<file path="config.mk">
export PLATFORM = sky130hd
export DESIGN_NAME = fw_ip4_scan_rx
export DESIGN_NICKNAME = d
export VERILOG_FILES = /design/src/rtl/fw_ip4_scan_rx.sv
export SDC_FILE = /design/constraint.sdc
export NUM_CORES = 1
export LEC_CHECK = 0
export CAP_MARGIN = 0
export CORE_MARGIN = 2
export CORE_UTILIZATION = 45
export CTS_CLUSTER_SIZE = 8
export DETAILED_ROUTE_END_ITERATION = 8
export PLACE_DENSITY_LB_ADDON = 0.08
export SLEW_MARGIN = 40
export SYNTH_ARGS = -nofsm -noshare
export SYNTH_HDL_FRONTEND = slang
export SYNTH_SLANG_ARGS = --single-unit
</file>
<file path="constraint.sdc">
create_clock -name fw_clk -period 8.65 [get_ports fw_clk]
set_input_delay 2.1625 -clock fw_clk [delete_from_list [all_inputs] [get_ports fw_clk]]
set_output_delay 2.1625 -clock fw_clk [all_outputs]
set_load 0.05 [all_outputs]
</file>
<file path="src/rtl/fw_ip4_scan_rx.sv">
// Receive end of the IP4 scan interface: loads the DUT chain, shifts it out,
// packs the serial bits LSB first into 32-bit words and queues them for SW.
module fw_ip4_scan_rx #(
    parameter int CHAIN_MAX  = 768,
    parameter int FIFO_DEPTH = 32,
    parameter int DIV_W      = 8
) (
    input  logic             fw_clk,
    input  logic             fw_rst_n,
    input  logic             start,
    input  logic             clear,
    input  logic             rd_en,
    input  logic [DIV_W-1:0] clk_div,
    input  logic [9:0]       n_bits,
    input  logic             fw_scan_out,
    output logic             fw_scan_clk,
    output logic             fw_scan_load,
    output logic [31:0]      rd_data32,
    output logic [31:0]      status32
);

    localparam int          AW          = $clog2(FIFO_DEPTH);
    localparam logic [9:0]  CHAIN_MAX_L = 10'(CHAIN_MAX);
    localparam logic [AW:0] FULL_L      = (AW+1)'(FIFO_DEPTH);

    typedef enum logic [2:0] {
        ST_IDLE  = 3'd0,
        ST_LOAD  = 3'd1,
        ST_SHIFT = 3'd2,
        ST_FLUSH = 3'd3,
        ST_DONE  = 3'd4
    } state_t;

    state_t             state_r, state_nxt_s;
    logic [DIV_W-1:0]   div_cnt_r, clk_div_r;
    logic [9:0]         nbits_r, bits_r, n_clamp_s;
    logic [31:0]        word_r, push_data_r;
    logic               push_r, scan_clk_r, scan_load_r;
    logic               busy_r, done_r, ovf_r;
    logic               tick_s, sample_s, accept_s, pop_s, full_s, wr_ok_s;
    logic [31:0]        mem_r [FIFO_DEPTH];
    logic [AW-1:0]      wr_ptr_r, rd_ptr_r;
    logic [AW:0]        cnt_r;

    // Request clamp and shift-clock timing strobes.
    always_comb begin
        n_clamp_s = (n_bits > CHAIN_MAX_L) ? CHAIN_MAX_L : n_bits;
        tick_s    = ((state_r == ST_LOAD) || (state_r == ST_SHIFT)) && (div_cnt_r == clk_div_r);
        sample_s  = (state_r == ST_SHIFT) && tick_s && scan_clk_r;
        pop_s     = rd_en && (cnt_r != {(AW+1){1'b0}});
        full_s    = (cnt_r == FULL_L);
        wr_ok_s   = push_r && (!full_s || pop_s);
    end

    // Next-state decode; a start is only taken while no readout is in flight.
    always_comb begin
        state_nxt_s = state_r;
        accept_s    = 1'b0;
        if (clear) begin
            state_nxt_s = ST_IDLE;
        end else begin
            case (state_r)
                ST_IDLE, ST_DONE: begin
                    if (start) begin
                        accept_s    = 1'b1;
                        state_nxt_s = (n_clamp_s == 10'd0) ? ST_DONE : ST_LOAD;
                    end else begin
                        state_nxt_s = ST_IDLE;
                    end
                end
                ST_LOAD: begin
                    if (tick_s && scan_clk_r) begin
                        state_nxt_s = ST_SHIFT;
                    end else begin
                        state_nxt_s = ST_LOAD;
                    end
                end
                ST_SHIFT: begin
                    if (sample_s && ((bits_r + 10'd1) == nbits_r)) begin
                        state_nxt_s = ST_FLUSH;
                    end else begin
                        state_nxt_s = ST_SHIFT;
                    end
                end
                ST_FLUSH: state_nxt_s = ST_DONE;
                default:  state_nxt_s = ST_IDLE;
            endcase
        end
    end

    // Sequencer state, scan pin generation and word packing.
    always_ff @(posedge fw_clk or negedge fw_rst_n) begin
        if (!fw_rst_n) begin
            state_r     <= ST_IDLE;
            div_cnt_r   <= '0;
            clk_div_r   <= '0;
            nbits_r     <= 10'd0;
            bits_r      <= 10'd0;
            word_r      <= 32'd0;
            push_data_r <= 32'd0;
            push_r      <= 1'b0;
            scan_clk_r  <= 1'b0;
            scan_load_r <= 1'b0;
            busy_r      <= 1'b0;
            done_r      <= 1'b0;
        end else if (clear) begin
            state_r     <= ST_IDLE;
            div_cnt_r   <= '0;
            bits_r      <= 10'd0;
            word_r      <= 32'd0;
            push_r      <= 1'b0;
            scan_clk_r  <= 1'b0;
            scan_load_r <= 1'b0;
            busy_r      <= 1'b0;
            done_r      <= 1'b0;
        end else begin
            state_r <= state_nxt_s;
            busy_r  <= (state_nxt_s == ST_LOAD) || (state_nxt_s == ST_SHIFT) ||
                       (state_nxt_s == ST_FLUSH);
            push_r  <= 1'b0;
            if (accept_s) begin
                clk_div_r   <= clk_div;
                nbits_r     <= n_clamp_s;
                bits_r      <= 10'd0;
                word_r      <= 32'd0;
                div_cnt_r   <= '0;
                scan_clk_r  <= 1'b0;
                scan_load_r <= (n_clamp_s != 10'd0);
                done_r      <= 1'b0;
            end else begin
                if (state_r == ST_DONE) begin
                    done_r     <= 1'b1;
                    scan_clk_r <= 1'b0;
                end
                if (tick_s) begin
                    div_cnt_r  <= '0;
                    scan_clk_r <= ~scan_clk_r;
                    if ((state_r == ST_LOAD) && scan_clk_r) begin
                        scan_load_r <= 1'b0;
                    end
                end else if ((state_r == ST_LOAD) || (state_r == ST_SHIFT)) begin
                    div_cnt_r <= div_cnt_r + DIV_W'(1);
                end
                if (sample_s) begin
                    bits_r <= bits_r + 10'd1;
                    if (bits_r[4:0] == 5'd31) begin
                        push_r      <= 1'b1;
                        push_data_r <= {fw_scan_out, word_r[30:0]};
                        word_r      <= 32'd0;
                    end else begin
                        word_r[bits_r[4:0]] <= fw_scan_out;
                    end
                end
                // Partial last word; its unsampled upper bits are still zero.
                if ((state_r == ST_FLUSH) && (bits_r[4:0] != 5'd0)) begin
                    push_r      <= 1'b1;
                    push_data_r <= word_r;
                end
            end
        end
    end

    // FIFO pointers, occupancy and sticky overflow.
    always_ff @(posedge fw_clk or negedge fw_rst_n) begin
        if (!fw_rst_n) begin
            wr_ptr_r <= '0;
            rd_ptr_r <= '0;
            cnt_r    <= '0;
            ovf_r    <= 1'b0;
        end else if (clear) begin
            wr_ptr_r <= '0;
            rd_ptr_r <= '0;
            cnt_r    <= '0;
            ovf_r    <= 1'b0;
        end else begin
            if (wr_ok_s) begin
                wr_ptr_r <= wr_ptr_r + AW'(1);
            end
            if (pop_s) begin
                rd_ptr_r <= rd_ptr_r + AW'(1);
            end
            if (push_r && full_s && !pop_s) begin
                ovf_r <= 1'b1;
            end
            if (wr_ok_s && !pop_s) begin
                cnt_r <= cnt_r + (AW+1)'(1);
            end else if (!wr_ok_s && pop_s) begin
                cnt_r <= cnt_r - (AW+1)'(1);
            end
        end
    end

    // FIFO storage.
    always_ff @(posedge fw_clk) begin
        if (wr_ok_s && !clear) begin
            mem_r[wr_ptr_r] <= push_data_r;
        end
    end

    assign fw_scan_clk  = scan_clk_r;
    assign fw_scan_load = scan_load_r;
    assign rd_data32    = (cnt_r != {(AW+1){1'b0}}) ? mem_r[rd_ptr_r] : 32'd0;
    assign status32     = {6'd0, bits_r, 2'd0, 6'(cnt_r), 5'd0, ovf_r, done_r, busy_r};

endmodule

</file>
# ---- After elaboration in Yosys (flattened, before gate mapping)
# Memories as Yosys holds them, arrays and structs flattened.
# Cells that the tools add are included.
dict set report totals {
  ff_bits 125
  ramBits 1024
  in_bits 24
  output_inout_bits 66
  wordCells 141
  mem_count 1
}
dict set report classes {
  add_sub_neg 6
  order_cmp 3
  eq_ne 11
  mux 57
  bitwise 3
  reduce_logical 44
}
# name words width read_ports rd_clocked_by_memory_dff write_ports line_no
set mem_list {}
lappend mem_list {mem_r 32 32 1 0 1 41} ;# logic [31:0] mem_r [FIFO_DEPTH];
# op n
set ops {}
lappend ops {{$mux 32} 8}
lappend ops {{$mux 10} 4}
lappend ops {{$bwmux 32} 1}
lappend ops {{$mux 8} 4}
lappend ops {{$mux 1} 26}
lappend ops {{$mux 5} 4}
lappend ops {{$mux 6} 3}
lappend ops {{$logic_and 1x1->1} 15}
lappend ops {{$reduce_bool 3->1} 5}
lappend ops {{$eq 3x2->1 const B} 4}
lappend ops {{$mux 3} 4}
lappend ops {{$pmux 3 s4} 1}
lappend ops {{$add 10x1->10 const B} 1}
lappend ops {{$add 5x1->5 const B} 2}
lappend ops {{$eq 10x10->1} 1}
lappend ops {{$gt 10x10->1 const B} 1}
lappend ops {{$logic_not 10->1} 1}
lappend ops {{$reduce_bool 10->1} 1}
lappend ops {{$reduce_bool 2->1} 5}
lappend ops {{$add 8x1->8 const B} 1}
lappend ops {{$eq 8x8->1} 1}
lappend ops {{$reduce_bool 4->1} 2}
lappend ops {{$add 6x1->6 const B} 1}
lappend ops {{$eq 3x1->1 const B} 2}
lappend ops {{17 further kinds} 26}

# ---- Logic depth before layout (Yosys ltp)
# Gate-level depths: netlist of run 1.
dict set report depth {
  ltp_word 13
  depth_mapped 11
  depth_no_buf 10
}

# ---- Worst setup path after synthesis of run 1
# Ideal clock, no wire load.
dict set report synth_timing {
  kind {input -> register}
  from {input clear}
  to {memory mem_r[31][0] (enable)}
  arrival_ns 4.125
  required_time_ns 8.229
  setup_slack_ns 4.104
  stages 4
  path_cell_list {clkbuf_1 > nor2_1 > nand2_1 > nor2_1}
}
dict set report synth_via {
  elab_chain_cells 4
}
# item line_no
set synth_rtl {}
lappend synth_rtl {{start, declared} 11} ;# input logic clear,
lappend synth_rtl {{$logic_not 1->1} 195} ;# if (wr_ok_s && !clear) begin
lappend synth_rtl {{$logic_and 1x1->1} 195}
lappend synth_rtl {{$mux 1} 195}
lappend synth_rtl {{$mux 1 (implied by the code)} 196} ;# mem_r[wr_ptr_r] <= push_data_r;
lappend synth_rtl {{end, declared} 41}
# Every way passes these cells.

# ---- Worst setup path after layout of run 1
dict set report layout_timing {
  from {register rd_ptr_r[0]}
  to {output rd_data32[29]}
}
dict set report layout_via {
  elab_chain_cells 2
}
# item line_no
set layout_rtl {}
lappend layout_rtl {{start, declared} 42} ;# logic [AW-1:0] wr_ptr_r, rd_ptr_r;
lappend layout_rtl {{start signal, assigned} 180} ;# rd_ptr_r <= rd_ptr_r + AW'(1);
lappend layout_rtl {{$mem_v2 32x32} -}
lappend layout_rtl {{$mux 32} 202} ;# assign rd_data32 = (cnt_r != {(AW+1){1'b0}}) ? mem_r[rd_ptr_r] : 32'd0;
lappend layout_rtl {{end, declared} 18} ;# output logic [31:0] rd_data32,
# Every way passes these cells.

==> results of run 1 <==
critical path, stage by stage, from the launching register on:
cell and delay (ns):
dfrtp_4 0.73, buf_12 0.28, buf_12 0.44, mux4_2 0.56, mux4_2 0.49, inv_1 0.07
o22ai_1 0.17, clkdlybuf4s50_1 0.80
cell families (layout without fill, tap and decap cells):
logic type | count (synthesis) | count (layout)
fa+ha+maj | 16 | 16
compound gates | 264 | 264
mux | 328 | 328
simple gates | 356 | 356
flops | 1149 | 1149
other cells | 1 | 13
buf+inv | 296 | 503
xor+xnor | 34 | 34
where the power goes:
group / internal, mW / switching (mW)
sequential: 6.00 / 0.0761
clock: 3.37 / 2.30
combinational: 0.631 / 0.977
total: 10.0 / 3.35
final cells by class:
class / count / area (sq um)
multi-input cells: 1011 / 11480
repair buffers: 146 / 1541
flip-flops and latches: 1149 / 33930
fillers: 8065 / 48410
well taps: 1368 / 1712
clock inverters: 15 / 244.0
inverters: 135 / 506.7
clock buffers: 207 / 4202
layer usage:
layer | track usage [%] | up-vias
li1 | - | 10120
met5 | 0 | -
met1 | 32.42 | 13110
met4 | 6.230 | 0
met3 | 3.817 | 188
met2 | 39.25 | 811
state kept, by name (all words and copies together) (netlist names), 3 cells and up:
| signal | flops |
|---|---|
| word_r | 32 |
| rd_ptr_r | 5 |
| mem_r | 1024 |
| div_cnt_r | 8 |
| push_data_r | 32 |
| wr_ptr_r | 5 |
| cnt_r | 6 |
| bits_r | 10 |
| state_r | 3 |
| clk_div_r | 8 |
| nbits_r | 10 |
synthesized netlist by cell type, types with 8 or more instances:
| library cell | n |
|---|---|
| edfxtp_1 | 1024 |
| mux4_2 | 320 |
| nor2_1 | 138 |
| inv_1 | 134 |
| dfrtp_1 | 125 |
| clkbuf_1 | 82 |
| a21oi_1 | 71 |
| nand2_1 | 66 |
| o22ai_1 | 64 |
| nand3_1 | 45 |
| o21ai_0 | 45 |
| nand4_1 | 42 |
| buf_4 | 39 |
| a31oi_1 | 36 |
| xor2_1 | 26 |
| buf_2 | 20 |
| buf_1 | 15 |
| ha_1 | 15 |
| a22o_1 | 8 |
| xnor2_1 | 8 |
stage by stage:
| stage | hold WS (ns) | util [%] | area (sq um) |
|---|---|---|---|
| after floorplan | 0.4571 | - | 46390 |
| after global placement | 0.4703 | 47.90 | 48870 |
| after detailed placement | 0.4880 | 48.17 | 49150 |
| after CTS | 0.5007 | 52.53 | 53590 |
| after global routing | 0.5176 | 52.55 | 53620 |
| final | 0.4940 | 52.55 | 53620 |
worst max path at each step:
| stage | from | endpoint | slack, ns |
|---|---|---|---|
| finish | rd_ptr_r[0]$_DFFE_PN0P_ | rd_data32[29] | 2.12 |
| global route | rd_ptr_r[0]$_DFFE_PN0P_ | rd_data32[29] | 1.85 |
| CTS | rd_ptr_r[0]$_DFFE_PN0P_ | rd_data32[29] | 1.96 |
| global placement | rd_ptr_r[0]$_DFFE_PN0P_ | rd_data32[29] | 2.72 |
| floorplan | clear | mem_r[31][0]$_DFFE_PP_ | 4.10 |
| detailed placement | rd_ptr_r[0]$_DFFE_PN0P_ | rd_data32[29] | 2.79 |
==> out/metrics.yaml, run 1 <==
pin_count: 90
fin_skew_ns: 0.02959
dr_wl_met2_um: 61370
viasPerCell: 6.009
maxSlewViolCount: 0
leakage_nw: 13.69
top_layer_used: "met4"
synth_area_sq_um: 46350
synth_seq_cells: 1149
grt-ovfl-total: 0
r2r_setup_slack_ns: 5.01
layout.nets: 2644
yosysWarningCount: 0
drtPass1Iterations: 5
synth_edf_count: 1024
yosys.area.top_type_share_pct: 66.34
hp-class: "register to register"
die_h_um: 324.9
grt_use_total_pct: 23.53
place_congestion: 0.7910
r2r-end: "mem_r[23][16]$_DFFE_PP_"
syn_to_final_growth_pct: 15.69
ys_async_sr_fraction_pct: 10.88
final_cell_mix: "edfxtp_1 (1024), mux4_2 (320), clkbuf_16 (161)"
tns_ns: 0
worst_skew_pair.late_latency_ns: 0.76
synthMuxAreaShare_pct: 15.74
period_minus_slack_ns: 6.531
synth_fa_ha_area_share_pct: 0.4481
rr_worst_depth: 6
max-slew-margin-rel_pct: 42.67
synth_top_family_by_area: "multiplexers"
hpwl_um: 64470
htree_levels: 4
netlist_instances: 2444
place_ws_ns: 2.791
routed-wl-met3_um: 6754
cts_buffers: 161
fin_cells: 4031
synthXorXnorAreaFrac_pct: 0.6425
rows: 117
powerDensity_nw_per_um2: 249.1
layout_commonest_cell: "edfxtp_1"
port-buffer-count: 76
die_w_um: 324.9
root_buffer: "clkbuf_16"
yosysUniqueCellTypes: 66
grt_pass1_wl_um: 177900
fin_crit_sh_pct: 75.51
drt_iter0_markers: 2463
worstPathArrival_ns: 4.37
setup_viol: 0
antenna_found_initial: 1
syn_avg_cell_area_sq_um: 18.96
holdPathEnd: "clk_div_r[7]$_DFFE_PN0P_"
antenna_cells: 0
cts_num_sinks: 1149
wl_per_cell_um: 30.34
grt_pass1_vias: 25170
synthTopCellsByArea: "edfxtp_1 (66%), mux4_2 (16%), dfrtp_1 (6.7%)"
status: "completed"
min_from: "clk_div_r[7]$_DFFE_PN0P_"
post_cts_buffers: 0
drive_gt1_share_pct: 24.97
ir_worst_vdd_uv: 177.2
ys.flop_type: "edfxtp_1"
critPathMaxFanout: 57
fmax_mhz: 153.1
synth_seq_area_share_pct: 73.09
placed_cells: 3809
critical_path_class: "register to output port"
die-area_sq_um: 105600
num_vias: 24220
holdPathStages: 2
hold_buffers: 0
core-area_sq_um: 102000
cts_resized: 0
drtAntennaViolNets: 0
yosys.area.top_type: "edfxtp_1"
cp-start-kind: "register"
drt_wl_total_um: 122300
rsz0062_at_grt: "false"
worst_pin_slew_ns: 0.8579
synthSimpleGateAreaFrac_pct: 3.709
cap_violations: 0
critPathCaptureType: "output port"
fin_ws_ns: 2.119
cp.required_ns: 6.49
power_mw: 13.36
clock_path_buffers: 3
hold_viol_final: 0
rr_startpoint: "cnt_r[0]$_DFFE_PN0P_"
clk_pin_slew_ns: 0.05
drt-met1-wl_um: 51610
drc: 0
grt_max_degree: 101
cts_tree: "done"
initial_core_util_pct: 45.42
synth_compound_area_share_pct: 3.512
(Power assumes the default switching activity.)
==> run 2, diff against run 1 <==
clock period = 6.5 ns   (was 8.65 ns; I/O delays follow)
==> run 2 against run 1 <==
Compared with the run above:
- setup slack worse by 1.4 ns
- die area unchanged
- sequential share of layout area fell by 0.054 points
- final area about the same
==> out/metrics.yaml, run 2 (same netlist as run 1, synthesis figures left out) <==
status: "completed"  # unchanged
grt-ovfl-total: 0  # unchanged
period_minus_slack_ns: 5.813
max-slew-margin-rel_pct: 43.90  # was 42.67%
rsz0062_at_grt: "false"  # unchanged
grt_pass1_wl_um: 173200  # was 177900 um
hp-class: "register to register"  # unchanged
layout.nets: 2652  # was 2644
worstPathArrival_ns: 4.19  # was 4.37 ns
cp-start-kind: "register"  # unchanged
drt-met1-wl_um: 50430  # was 51610 um
hold_viol_final: 0  # unchanged
worst_skew_pair.late_latency_ns: 0.76  # about the same
die_w_um: 324.9  # unchanged
powerDensity_nw_per_um2: 330.7  # was 249.1 nW/um^2
dr_wl_met2_um: 58560  # was 61370 um
drtPass1Iterations: 5  # unchanged
drt_iter0_markers: 2345  # was 2463
critPathCaptureType: "output port"  # unchanged
cp.required_ns: 4.88  # was 6.49 ns
fmax_mhz: 172.0
root_buffer: "clkbuf_16"  # unchanged
grt_use_total_pct: 22.55  # was 23.53%
clk_pin_slew_ns: 0.05  # about the same
viasPerCell: 5.945  # was 6.009
rows: 117  # unchanged
hold_buffers: 0  # unchanged
pin_count: 90  # unchanged
fin_crit_sh_pct: 89.44
worst_pin_slew_ns: 0.8415  # was 0.8579 ns
top_regs: "mem_r (1024), push_data_r (32), word_r (32)"  # unchanged
ir_worst_vdd_uv: 242.0  # was 177.2 uV
grt_pass1_vias: 24900  # was 25170
cts_num_sinks: 1149  # unchanged
critical_path_class: "register to output port"  # unchanged
drt_wl_total_um: 117000  # was 122300 um
maxSlewViolCount: 0  # unchanged
drive_gt1_share_pct: 25.28  # was 24.97%
leakage_nw: 13.72  # was 13.69 nW
cap_violations: 0  # unchanged
drtAntennaViolNets: 0  # unchanged
critPathMaxFanout: 25  # was 57
hpwl_um: 65220  # was 64470 um
die-area_sq_um: 105600  # unchanged
antenna_cells: 0  # unchanged
top_layer_used: "met4"  # unchanged
cts_tree: "done"  # unchanged
largest_reg_flops: 1024  # unchanged
syn_to_final_growth_pct: 15.78  # was 15.69%
post_cts_buffers: 0  # unchanged
final_cell_mix: "edfxtp_1 (1024), mux4_2 (320), clkbuf_16 (161)"  # unchanged
core-area_sq_um: 102000  # unchanged
antenna_found_initial: 0  # was 1
place_congestion: 0.7691  # was 0.7910
clock_path_buffers: 3  # unchanged
cts_buffers: 161  # unchanged
layout_commonest_cell: "edfxtp_1"  # unchanged
cts_resized: 0  # unchanged
drc: 0  # unchanged
largest-register: "mem_r"  # unchanged
die_h_um: 324.9  # unchanged
tns_ns: 0  # unchanged
power_mw: 17.75  # was 13.36 mW
num_vias: 23910  # was 24220
routed-wl-met3_um: 5660  # was 6754 um
initial_core_util_pct: 45.42  # unchanged
fillCellCount: 8041  # was 8065
setup_viol: 0  # unchanged
grt_max_degree: 101  # unchanged
fin_skew_ns: 0.03134  # was 0.02959 ns
wl_per_cell_um: 29.08  # was 30.34 um
port-buffer-count: 76  # unchanged
htree_levels: 4  # unchanged
==> run 2: cell type report <==
cell class              instances  area, sq um  share of cell area [%]
flip-flops and latches       1149        33930                   63.23
multi-input cells            1011        11480                   21.40
clock buffers                 190         4148                   7.729
well taps                    1368         1712                   3.190
repair buffers                154         1634                   3.045
inverters                     135        506.7                  0.9443
clock inverters                15        249.0                  0.4640
==> run 2: path summary, 6_finish.rpt <==
check,startpoint,to,slack (ns),cells after the start
min in group asynchronous,fw_rst_n,push_data_r[30]$_DFFE_PN0P_,0.77,1
worst min register to register,word_r[31]$_DFFE_PN0P_,word_r[31]$_DFFE_PN0P_,0.49,1
worst max-delay path,rd_ptr_r[0]$_DFFE_PN0P_,rd_data32[24],0.69,7
worst min-delay path,word_r[31]$_DFFE_PN0P_,word_r[31]$_DFFE_PN0P_,0.49,1
worst max register to register,cnt_r[0]$_DFFE_PN0P_,mem_r[5][8]$_DFFE_PP_,3.04,6
max in group asynchronous,fw_rst_n,rd_ptr_r[3]$_DFFE_PN0P_,4.65,3
==> run 2: per-layer routing <==
layer / GRT usage [%] / vias to the layer above
li1: - / 10130
met1: 31.73 / 12870
met2: 37.14 / 749
met3: 3.232 / 162
met4: 6.169 / 0
met5: 0 / -
==> run 2: power by group <==
| part | switching [mW] | internal (mW) |
|---|---|---|
| Combinational | 1.32 | 0.882 |
| Sequential | 0.104 | 7.99 |
| Clock | 3.00 | 4.45 |
| Total | 4.42 | 13.3 |
==> run 2: through the flow <==
stage	instance area, sq um	worst slack, ns	utilization [%]	instances	hold WS [ns]
2_1_floorplan	46390	2.491	-	2456	0.4571
3_3_place_gp	49060	1.225	48.08	3810	0.4695
3_5_place_dp	49230	1.387	48.25	3816	0.4761
4_1_cts	53630	0.5561	52.56	4021	0.4873
5_1_grt	53660	0.4849	52.59	4022	0.5135
6_report	53660	0.6865	52.59	4022	0.4870
==> run 2: critical path, stage by stage, from the launching register on <==
cell and delay [ns]:
dfrtp_4 0.72, buf_12 0.31, buf_4 0.36, mux4_2 0.55
mux4_2 0.47, inv_1 0.08, o22ai_1 0.13, clkdlybuf4s50_1 0.77
==> run 3, diff against run 2 <==
DONT_BUFFER_PORTS = 1   (was not set)
GPL_ROUTABILITY_DRIVEN = 0   (was not set)
SLEW_MARGIN = not set   (was 40)
==> run 3 against run 2 <==
Compared with the run above:
- maximum frequency grew 4.5%
- largest power group unchanged
- critical endpoint is now rd_data32[23]
- first-iteration DRC count grew 8.9%
- wire length grew 0.42%
- die area is the same
- hold slack gained 0.014 ns
- register-to-register slack lost 0.75 ns
- setup slack gained 0.25 ns
- clock skew shrank 0.0029 ns
- clock power grew 0.7%
- critical path depth shrank 2
==> out/metrics.yaml, run 3 (same netlist as run 1, synthesis figures left out) <==
busiest_layer: "met2"  # unchanged
initial_core_util_pct: 45.42  # unchanged
antenna_found_initial: 2  # was 0
drc: 0  # unchanged
grt_max_degree: 126  # was 101
rsz0062_at_grt: "false"  # unchanged
largest-register: "mem_r"  # unchanged
fin_crit_sh_pct: 85.57  # was 89.44%
post_cts_buffers: 0  # unchanged
hpwl_um: 63060  # was 65220 um
drt_wl_total_um: 117500  # was 117000 um
wl_per_cell_um: 29.57  # was 29.08 um
rr_startpoint: "bits_r[1]$_DFFE_PN0P_"  # was cnt_r[0]$_DFFE_PN0P_
clk_pin_slew_ns: 0.05  # about the same
die_h_um: 324.9  # unchanged
power_mw: 17.57  # was 17.75 mW
drive_gt1_share_pct: 24.96  # was 25.28%
critPathCaptureType: "output port"  # unchanged
rows: 117  # unchanged
rr_worst_depth: 8  # was 6
drtPass1Iterations: 7  # was 5
crit_chain: "or4_4 > nor2_1 > a21o_2 > buf_4 > o22ai_1"  # was buf_12 > buf_4 > mux4_2 > mux4_2 > inv_1 > o22ai_1 > clkdlybuf4s50_1
grt_use_total_pct: 22.63  # was 22.55%
final_cell_mix: "edfxtp_1 (1024), mux4_2 (320), clkbuf_16 (162)"  # was edfxtp_1 (1024), mux4_2 (320), clkbuf_16 (161)
status: "completed"  # unchanged
slowest_delay_ns: 0.88  # was 0.77 ns
layout.nets: 2589  # was 2652
root_buffer: "clkbuf_16"  # unchanged
p_comb_share_pct: 10.9  # was 12.4%
period_minus_slack_ns: 5.562  # was 5.813 ns
largest_reg_flops: 1024  # unchanged
powerDensity_nw_per_um2: 332.2  # was 330.7 nW/um^2
die-area_sq_um: 105600  # unchanged
die_w_um: 324.9  # unchanged
cts_buffers: 161  # unchanged
setup_viol: 0  # unchanged
top_regs: "mem_r (1024), push_data_r (32), word_r (32)"  # unchanged
cts_num_sinks: 1149  # unchanged
fmax_mhz: 179.8  # was 172.0 MHz
met2_usage_pct: 37.37  # was 37.14%
hp-class: "register to register"  # unchanged
drtAntennaViolNets: 0  # unchanged
drt_iter0_markers: 2553  # was 2345
critPathMaxFanout: 22  # was 25
leakage_nw: 13.46  # was 13.72 nW
seqCellArea_sq_um: 33890  # was 33930 sq um
r2r_setup_slack_ns: 2.29  # was 3.04 ns
hold_viol_final: 0  # unchanged
slowest_stage: "a21o_2"  # was clkdlybuf4s50_1
cap_violations: 0  # unchanged
worstPathArrival_ns: 3.94  # was 4.19 ns
pin_count: 90  # unchanged
holdPathEnd: "word_r[31]$_DFFE_PN0P_"  # unchanged
worst_pin_slew_ns: 1.252  # was 0.8415 ns
fillCellCount: 8055  # was 8041
r2r-end: "word_r[6]$_DFFE_PN0P_"  # was mem_r[5][8]$_DFFE_PP_
max-slew-margin-rel_pct: 16.55  # was 43.90%
grt-ovfl-total: 0  # unchanged
ir_worst_vdd_uv: 223.6  # was 242.0 uV
core-area_sq_um: 102000  # unchanged
min_from: "word_r[31]$_DFFE_PN0P_"  # unchanged
cp.required_ns: 4.88  # about the same
fin_skew_ns: 0.02846  # was 0.03134 ns
p_int_mw: 13.22  # was 13.33 mW
holdPathStages: 1  # unchanged
cp-start-kind: "register"  # unchanged
grt_use_met3_pct: 4.104  # was 3.232%
switching_share_pct: 24.72  # was 24.92%
num_vias: 23770  # was 23910
hold_buffers: 0  # unchanged
critical_path_class: "register to output port"  # unchanged
syn_to_final_growth_pct: 14.09  # was 15.78%
p_clk_share_pct: 42.7  # was 42.0%
cts_resized: 0  # unchanged
p_sw_mw: 4.343  # was 4.422 mW
viasPerCell: 5.984  # was 5.945
sequentialPowerShare_pct: 46.4  # was 45.6%
layout_commonest_cell: "edfxtp_1"  # unchanged
use_met1_pct: 31.09  # was 31.73%
htree_levels: 4  # unchanged
clock_path_buffers: 3  # unchanged
worst_skew_pair.late_latency_ns: 0.76  # about the same
tns_ns: 0  # unchanged
antenna_cells: 0  # unchanged
grt_pass1_vias: 24760  # was 24900
maxSlewViolCount: 0  # unchanged
cts_tree: "done"  # unchanged
port-buffer-count: 0  # was 76
grt_pass1_wl_um: 172100  # was 173200 um
multiInputGateArea_sq_um: 11470  # was 11480 sq um
==> run 3: changes by cell type in the layout (fill, tap and decap cells not counted), sizes merged <==
| cell | before | now |
|---|---|---|
| buf | 79 | 91 |
| clkdlybuf4s50 | 75 | 0 |
| clkbuf | 190 | 203 |
| inv | 143 | 139 |
| clkinv | 7 | 11 |
==> run 3: through the flow <==
step | setup WS, ns | cells | hold slack, ns | util [%] | cell area (sq um)
after floorplan | 2.491 | 2456 | 0.4571 | - | 46390
after global placement | 1.791 | 3754 | 0.4743 | 47.45 | 48410
final | 0.9377 | 3972 | 0.5006 | 51.82 | 52880
after global routing | 0.8004 | 3972 | 0.5297 | 51.82 | 52880
after detailed placement | 1.680 | 3754 | 0.4814 | 47.45 | 48410
after CTS | 0.8795 | 3972 | 0.4932 | 51.82 | 52880
==> run 3: worst max path at each step <==
stage,from,endpoint,slack (ns),cells past startpoint
finish,cnt_r[0]$_DFFE_PN0P_,rd_data32[23],0.94,5
global route,cnt_r[0]$_DFFE_PN0P_,rd_data32[23],0.80,5
CTS,cnt_r[0]$_DFFE_PN0P_,rd_data32[23],0.88,5
detailed placement,cnt_r[0]$_DFFE_PN0P_,rd_data32[23],1.68,5
global placement,cnt_r[0]$_DFFE_PN0P_,rd_data32[23],1.79,5
floorplan,clear,mem_r[31][0]$_DFFE_PP_,2.49,4
==> run 3: layer usage <==
layer  wire (um)  part of all wire, %
met1       49190                   42
met2       58590                   50
met3        7091                  6.0
met4        2577                  2.2
met5           0                    0
==> run 3: worst max-delay path: cells and delay by family (launching register included) <==
family | cells | cell delay [ns]
AND/OR/NAND/NOR | 2 | 0.91
AO/OA/AOI/OAI | 2 | 1.28
flip-flops | 1 | 0.61
buffers and inverters | 1 | 0.37
==> run 3: layout make-up <==
type / instances / area share, %
repair buffers: 91 / 1.576
multi-input cells: 1011 / 21.69
inverters: 135 / 0.9583
clock inverters: 15 / 0.4874
clock buffers: 203 / 7.958
well taps: 1368 / 3.237
flip-flops and latches: 1149 / 64.10
==> run 3: power by group through the flow <==
stage / clock [mW] / combinational, mW / sequential [mW]
floorplan: 0 / 1.59 / 8.21
CTS: 7.66 / 1.96 / 8.15
detailed placement: 0 / 1.96 / 8.29
global placement: 0 / 1.95 / 8.29
finish: 7.51 / 1.91 / 8.15
global route: 7.99 / 2.05 / 8.15
